--- config.mk ---
export PLATFORM = sky130hd
export DESIGN_NAME = display_scan_controller
export DESIGN_NICKNAME = d
export VERILOG_FILES = /design/src/rtl/display_scan_controller.sv
export SDC_FILE = /design/constraint.sdc
export NUM_CORES = 1
export LEC_CHECK = 0
export BUFFER_PORTS_ARGS = -buffer_cell sky130_fd_sc_hd__buf_2
export CAP_MARGIN = 15
export CORE_MARGIN = 2
export CORE_UTILIZATION = 38
export DETAILED_ROUTE_END_ITERATION = 6
export PLACE_DENSITY = 0.59
export SYNTH_ARGS = -nofsm -noshare
export SYNTH_HDL_FRONTEND = slang
export SYNTH_SLANG_ARGS = --single-unit
export TNS_END_PERCENT = 10
--- constraint.sdc ---
create_clock -name clk -period 5.2 [get_ports clk]
set_clock_uncertainty 0.05 [all_clocks]
set_input_delay 0.52 -clock clk [delete_from_list [all_inputs] [get_ports clk]]
set_output_delay 0.52 -clock clk [all_outputs]
set_load 0.05 [all_outputs]
--- src/rtl/display_scan_controller.sv ---
// -----------------------------------------------------------------------------
// display_scan_controller
//
// Multiplexed LED-matrix column scanner. One column is lit at a time for
// DWELL_CYCLES clocks. Each column is followed by a single all-off blanking
// cycle so that ghosting between columns is suppressed. A new frame is
// accepted through a valid/ready handshake into a pending register. It is
// moved into the displayed (shadow) register only at a frame boundary, or
// immediately while idle, so a frame is never torn mid-scan.
//
// Optional feature (macro DISPLAY_SCAN_BLINK_EN):
//   When defined, a frame counter drives a blink phase that toggles every
//   BLINK_FRAMES frames. While the phase is 1, columns selected by blink_mask
//   show all rows off. When undefined, blink_mask is ignored.
//
// Ports:
//   clk          rising-edge clock
//   reset        synchronous, active-high reset
//   enable       scanning runs while high
//   frame_data   DATA_WIDTH frame, column k at bits [COLUNE_SIZE*k +: COLUNE_SIZE]
//   frame_valid  frame_data offered
//   frame_ready  pending slot is free (registered, no input path)
//   blink_mask   per-column blink request
//   column_sel   active-low one-hot column drive
//   row_data     active-low row drive for the lit column
//   frame_done   one-cycle pulse in the blanking cycle after the last column
// -----------------------------------------------------------------------------
module display_scan_controller #(
  parameter int COLUNE_SIZE   = 7,
  parameter int TOTAL_COLUNES = 5,
  parameter int DATA_WIDTH    = 35,
  parameter int DWELL_CYCLES  = 50000,
  parameter int BLINK_FRAMES  = 25
) (
  input  logic                     clk,
  input  logic                     reset,
  input  logic                     enable,
  input  logic [DATA_WIDTH-1:0]    frame_data,
  input  logic                     frame_valid,
  output logic                     frame_ready,
  input  logic [TOTAL_COLUNES-1:0] blink_mask,
  output logic [TOTAL_COLUNES-1:0] column_sel,
  output logic [COLUNE_SIZE-1:0]   row_data,
  output logic                     frame_done
);

  localparam int IDX_W = (TOTAL_COLUNES > 1) ? $clog2(TOTAL_COLUNES) : 1;
  localparam int DW_W  = (DWELL_CYCLES > 1) ? $clog2(DWELL_CYCLES) : 1;
  localparam logic [IDX_W-1:0] IDX_LAST   = IDX_W'(TOTAL_COLUNES - 1);
  localparam logic [DW_W-1:0]  DWELL_LAST = DW_W'(DWELL_CYCLES - 1);

  typedef enum logic [1:0] {
    ST_IDLE  = 2'd0,
    ST_SCAN  = 2'd1,
    ST_BLANK = 2'd2
  } state_e;

  state_e                  state_q, state_d;
  logic [IDX_W-1:0]        idx_q, idx_d;
  logic [DW_W-1:0]         dwell_q, dwell_d;
  logic [DATA_WIDTH-1:0]   shadow_q, shadow_d;
  logic [DATA_WIDTH-1:0]   pending_q, pending_d;
  logic                    pending_full_q, pending_full_d;
  logic [COLUNE_SIZE-1:0]  col_rows;

`ifdef DISPLAY_SCAN_BLINK_EN
  localparam int BC_W = (BLINK_FRAMES > 1) ? $clog2(BLINK_FRAMES) : 1;
  localparam logic [BC_W-1:0] BLINK_LAST = BC_W'(BLINK_FRAMES - 1);

  logic [BC_W-1:0] blink_cnt_q, blink_cnt_d;
  logic            blink_phase_q, blink_phase_d;
  logic            col_blink;
`else
  logic unused_blink_mask;
  assign unused_blink_mask = ^blink_mask;
`endif

  // The pending slot is the only flow-control resource.
  assign frame_ready = ~pending_full_q;

  // Sequencing, handshake and frame swap
  always_comb begin
    state_d        = state_q;
    idx_d          = idx_q;
    dwell_d        = dwell_q;
    shadow_d       = shadow_q;
    pending_d      = pending_q;
    pending_full_d = pending_full_q;

    frame_done = (state_q == ST_BLANK) && (idx_q == IDX_LAST);

    case (state_q)
      ST_IDLE: begin
        idx_d   = '0;
        dwell_d = '0;
        if (enable) state_d = ST_SCAN;
      end
      ST_SCAN: begin
        if (!enable) begin
          state_d = ST_IDLE;
          idx_d   = '0;
          dwell_d = '0;
        end else if (dwell_q == DWELL_LAST) begin
          state_d = ST_BLANK;
          dwell_d = '0;
        end else begin
          dwell_d = dwell_q + DW_W'(1);
        end
      end
      ST_BLANK: begin
        dwell_d = '0;
        if (!enable) begin
          state_d = ST_IDLE;
          idx_d   = '0;
        end else begin
          state_d = ST_SCAN;
          idx_d   = (idx_q == IDX_LAST) ? '0 : idx_q + IDX_W'(1);
        end
      end
      default: begin
        state_d = ST_IDLE;
        idx_d   = '0;
        dwell_d = '0;
      end
    endcase

    // Swap and capture are mutually exclusive: swap needs a full slot,
    // capture needs an empty one. The shadow therefore only changes at a
    // frame boundary or while idle.
    if (pending_full_q && ((state_q == ST_IDLE) || frame_done)) begin
      shadow_d       = pending_q;
      pending_full_d = 1'b0;
    end
    if (frame_valid && !pending_full_q) begin
      pending_d      = frame_data;
      pending_full_d = 1'b1;
    end
  end

`ifdef DISPLAY_SCAN_BLINK_EN
  // Blink phase advances once every BLINK_FRAMES completed frames and
  // restarts from phase 0 whenever scanning stops.
  always_comb begin
    blink_cnt_d   = blink_cnt_q;
    blink_phase_d = blink_phase_q;
    if (state_q == ST_IDLE) begin
      blink_cnt_d   = '0;
      blink_phase_d = 1'b0;
    end else if (frame_done) begin
      if (blink_cnt_q == BLINK_LAST) begin
        blink_cnt_d   = '0;
        blink_phase_d = ~blink_phase_q;
      end else begin
        blink_cnt_d = blink_cnt_q + BC_W'(1);
      end
    end
  end
`endif

  // Output decode straight from registered state
  always_comb begin
    column_sel = '1;
    row_data   = '1;
    col_rows   = '1;
`ifdef DISPLAY_SCAN_BLINK_EN
    col_blink  = 1'b0;
`endif
    for (int k = 0; k < TOTAL_COLUNES; k++) begin
      if (idx_q == IDX_W'(k)) begin
        col_rows = shadow_q[k*COLUNE_SIZE +: COLUNE_SIZE];
`ifdef DISPLAY_SCAN_BLINK_EN
        col_blink = blink_mask[k];
`endif
      end
    end
    if (state_q == ST_SCAN) begin
      for (int k = 0; k < TOTAL_COLUNES; k++) begin
        column_sel[k] = (idx_q != IDX_W'(k));
      end
      row_data = ~col_rows;
`ifdef DISPLAY_SCAN_BLINK_EN
      if (blink_phase_q && col_blink) row_data = '1;
`endif
    end
  end

  always_ff @(posedge clk) begin
    if (reset) begin
      state_q        <= ST_IDLE;
      idx_q          <= '0;
      dwell_q        <= '0;
      shadow_q       <= '0;
      pending_q      <= '0;
      pending_full_q <= 1'b0;
`ifdef DISPLAY_SCAN_BLINK_EN
      blink_cnt_q    <= '0;
      blink_phase_q  <= 1'b0;
`endif
    end else begin
      state_q        <= state_d;
      idx_q          <= idx_d;
      dwell_q        <= dwell_d;
      shadow_q       <= shadow_d;
      pending_q      <= pending_d;
      pending_full_q <= pending_full_d;
`ifdef DISPLAY_SCAN_BLINK_EN
      blink_cnt_q    <= blink_cnt_d;
      blink_phase_q  <= blink_phase_d;
`endif
    end
  end

endmodule

**Yosys cells after proc, flatten, opt, wreduce, memory -nomap -nowiden**

Index checks and enable logic that the tools add are counted.

- $add $sub $neg: 2
- Equality and inequality tests: 14
- Mux-type cells: 18
- Bitwise logic cells: 4
- Reduce and logical (&&, ||, !) cells: 11

Operator list:

| operator | number |
|---|---|
| $mux 7 | 6 |
| $add 16x1->16 const B | 1 |
| $eq 16x16->1 const B | 1 |
| $mux 3 | 3 |
| $not 7->7 | 1 |
| $eq 3x2->1 const B | 2 |
| $mux 2 | 3 |
| $ne 3x2->1 const B | 2 |
| $ne 3x3->1 const B | 2 |
| $pmux 2 s3 | 1 |
| $pmux 3 s2 | 1 |
| $mux 5 | 1 |
| $ne 2x2->1 const B | 2 |
| $reduce_or 4->1 | 1 |
| $add 3x1->3 const B | 1 |
| $eq 3x1->1 const B | 1 |
| $eq 3x3->1 const B | 1 |
| $logic_and 1x1->1 | 3 |
| $logic_not 3->1 | 1 |
| $mux 1 | 3 |
| $ne 3x1->1 const B | 1 |
| $not 1->1 | 3 |
| $reduce_bool 3->1 | 1 |
| $eq 2x1->1 const B | 1 |
| 6 further kinds | 6 |

- Bits in registers: 92
- Bits of input ports: 44
- Output and inout port bits: 14
- Word-level logic and storage cells: 55

**Logic depth before layout (Yosys ltp)**

- Depth after elaboration: 8
- Mapped depth: 8
- Gate-level depth less buffers: 6

**Least setup slack after synthesis**

Ideal clock, no wire load.

- Path type: flip-flop to output port
- From: register idx_q[0]
- To: output row_data[0]
- Arrival time: 1806 ps
- Data required time: 4630 ps
- Slack: 2824 ps
- Cell stages (with the launch flop): 8
- Buffers on the path: 2
- Cells stage by stage: dfxtp_1 inv_1 ha_1 and2_1 clkbuf_1 buf_1 a22o_1 nand2_1

- Cells in the longest elaborated chain, start to end: 8
- Elaborated cells on any way between the ends: 12
- Those cells by class: 4 x eq/ne; 6 x mux; 1 x bitwise; 1 x reduce/logical

Ends and longest elaborated chain:

| element | line | RTL |
|---|---|---|
| from (decl) | 59 | `logic [IDX_W-1:0] idx_q, idx_d;` |
| from (signal assigned) | 201 | `idx_q <= idx_d;` |
| $logic_not 3->1 | 169 | `if (idx_q == IDX_W'(k)) begin` |
| $mux 7 (4 in series) | 169 |  |
| $mux 7 * | 169 |  |
| $not 7->7 * | 180 | `row_data = ~col_rows;` |
| $mux 7 * | 176 | `if (state_q == ST_SCAN) begin` |
| to (decl) | 43 | `output logic [COLUNE_SIZE-1:0] row_data,` |

Every way passes the cells marked *; elsewhere a longest branch is shown, timed or not.

**Worst setup path after layout**

- From: register idx_q[0]
- To: output row_data[6]

The elaborated chain is that of the path after synthesis.

==> impl_metrics.json <==
{
  "status": "finished clean",
  "sw_frac_of_total": 0.239,
  "cp_data_arrival_time_ns": 2.52,
  "drv_cap": 0,
  "syn_area_um2": 3810,
  "hold_class": "in2reg",
  "first_pass_iters": 4,
  "start_util": 0.390,
  "grtUsageTotal": 0.154,
  "htree_levels": 3,
  "drt_wl_total_um": 8310,
  "cts_tree": "yes",
  "maxSlewHeadroom": 0.255,
  "switchingPower_mw": 0.343,
  "cts_root_buf": "clkbuf_8",
  "synth-xor-area-share": 0.0321,
  "cts_hold_buf": 0,
  "portBuffers": 52,
  "internal_power_mw": 1.09,
  "routed_via_density": 4.83,
  "rows": 36,
  "hpwl_um": 5770,
  "top_layer_used": "met4",
  "start_kind": "flip-flop",
  "cts.sinks": 92,
  "drive_above_1_share": 0.152,
  "cts_inserted_buffers": 9,
  "synth_area_leader_cell": "dfxtp_1",
  "cts_buffer_depth": 2,
  "synth_common_cells": "nand2_1 (166), dfxtp_1 (92), a21oi_1 (79), nor2_1 (24), clkbuf_1 (23)",
  "setup_violations": 0,
  "drc": 0,
  "cts_resized": 0,
  "clock_latency_ns": 0.35,
  "ys_seq_area_frac": 0.483,
  "period_needed_ns": 3.09,
  "gp_congestion": 0.787,
  "met3_length_um": 327,
  "synthArstFlopShare": 0,
  "p_seq_frac": 0.517,
  "power_frac_clock": 0.407,
  "post-route-util": 0.452,
  "synth_most_common_cell": "nand2_1",
  "synthFlopType": "dfxtp_1",
  "end_kind": "output port",
  "worstMarginPinSlew_ns": 1.12,
  "max_freq_ghz": 0.324,
  "dieWidth_um": 104,
  "met1_length_um": 4270,
  "cts_setup_buffers": 0,
  "avgSynthCellArea_um2": 7.77,
  "synthCells": 491,
  "crit_required_ns": 4.63,
  "synth_area_leaders": "dfxtp_1 (48%), nand2_1 (16%), a21oi_1 (10%)",
  "grt-ovfl-total": 0,
  "ys_types": 33,
  "die_area_um2": 10900,
  "vias": 3220,
  "rsz0062_at_grt": "false",
  "synth_mux_area_frac": 0,
  "drt-wirelength-per-cell_um": 12.5,
  "synth_top_family_by_area": "simple AND/OR/NAND/NOR gates",
  "synth_edf_count": 0,
  "antenna_cells": 0,
  "path_max_fanout": 9,
  "synth_compound_gate_area_share": 0.145,
  "synth_adder_area_share": 0.0197,
  "ys_warn_count": 0,
  "grt_pass1_wl_um": 13800,
  "drt_iter0_drc": 125,
  "ant_nets": 0,
  "max-vdd-ir-drop_v": 0.000166,
  "period_share": 0.594,
  "die_y_um": 104,
  "cts.clk_slew.worst_paths_ns": 0.10,
  "leakage_nw": 1.53,
  "setup_total_negative_slack_ns": 0,
  "grt_pass1_vias": 2977,
  "worstSetupPathType": "reg2out",
  "area_delta_synth_final_pct": 15.8,
  "p_comb_frac": 0.076,
  "synth_nets": 541,
  "core_um2": 9770,
  "grt_max_degree": 73,
  "route.met2.wl_um": 3620,
  "synthSimpleGateAreaFrac": 0.273,
  "netlist.area_leader.share": 0.483,
  "synth-seq-cells": 92,
  "drv_slew": 0,
  "ios": 58,
  "hold_viol_final": 0,
  "final_net_count": 579,
  "power_density_nw_per_um2": 325,
  "antenna_found_initial": 0
}
power by group through the flow:
| stage | Clock (mW) | Combinational [mW] | Sequential, mW |
|---|---|---|---|
| floorplan | 0 | 0.0747 | 0.755 |
| global placement | 0 | 0.105 | 0.759 |
| detailed placement | 0 | 0.111 | 0.759 |
| CTS | 0.597 | 0.111 | 0.743 |
| global route | 0.628 | 0.124 | 0.746 |
| finish | 0.584 | 0.109 | 0.743 |
layout by cell type, fill, tap and decap left out, types with 2 or more instances in the layout:
cell type	netlist	layout
nand2_1	166	166
or3_1	2	2
ha_1	6	6
clkbuf_8	0	9
nand4_1	4	4
dfxtp_1	92	92
nand3_1	5	5
o311ai_0	7	7
buf_2	3	52
nor3_1	6	6
nor2_2	4	4
nor4_1	4	4
inv_1	14	14
a22o_1	7	7
bufinv_16	0	3
nor2b_1	9	8
xnor2_1	13	13
a21oi_1	79	79
nor3b_1	7	7
nand2b_1	2	2
buf_4	0	3
nor2_1	24	24
final timing paths:
| check | start | to | slack (ns) | cells past startpoint |
|---|---|---|---|---|
| setup / recovery | idx_q[0] | row_data[6] | 2.11 | 7 |
| hold reg to reg | pending_q[33] | shadow_q[33] | 0.40 | 2 |
| hold / removal | frame_data[22] | pending_q[22] | 0.34 | 3 |
| setup reg to reg | idx_q[0] | shadow_q[7] | 2.78 | 7 |
worst max-delay path: stages, from the launching register on:
cell and delay [ns]:
dfxtp_1 0.36, ha_1 0.21, ha_1 0.30, nor2_1 0.37, o311ai_0 0.32, a22o_1 0.26, nand2_1 0.08, buf_2 0.27
flip-flops by register name, indices dropped and copies added, names as in the netlist:
signal and count:
pending_q 35, shadow_q 35, dwell_q 16, idx_q 3, state_q 2, pending_full_q 1
per-stage QoR:
stage	instance area [µm²]	hold slack, ns	power (mW)	worst slack (ns)	instances
finish	4420	0.338	1.44	2.11	667
global route	4420	0.330	1.50	1.97	667
CTS	4420	0.327	1.45	2.12	667
detailed placement	4170	0.395	0.870	2.52	651
global placement	4150	0.388	0.864	2.53	650
floorplan	3810	0.382	0.830	2.82	491
routing by layer:
metal | GRT usage | vias up
li1 | - | 1684
met1 | 0.223 | 1472
met2 | 0.235 | 55
met3 | 0.0232 | 9
met4 | 0.0521 | 0
met5 | 0 | -
logic make-up (layout without fill, tap and decap cells):
logic type               after synthesis  in the layout
XOR/XNOR                              14             14
flip-flops                            92             92
AO/OA/AOI/OAI                         97             97
AND/OR/NAND/NOR                      239            239
adder cells (fa/ha/maj)                6              6
buffers and inverters                 43             86
final cells by class:
class                   count  area (µm²)
fillers                  1041        5360
inverters                  14        52.6
clock inverters             6         119
repair buffers             56         310
flip-flops and latches     92        1840
well taps                 133         166
multi-input cells         356        1800
clock buffers              10         128
(Power assumes the default switching activity.)
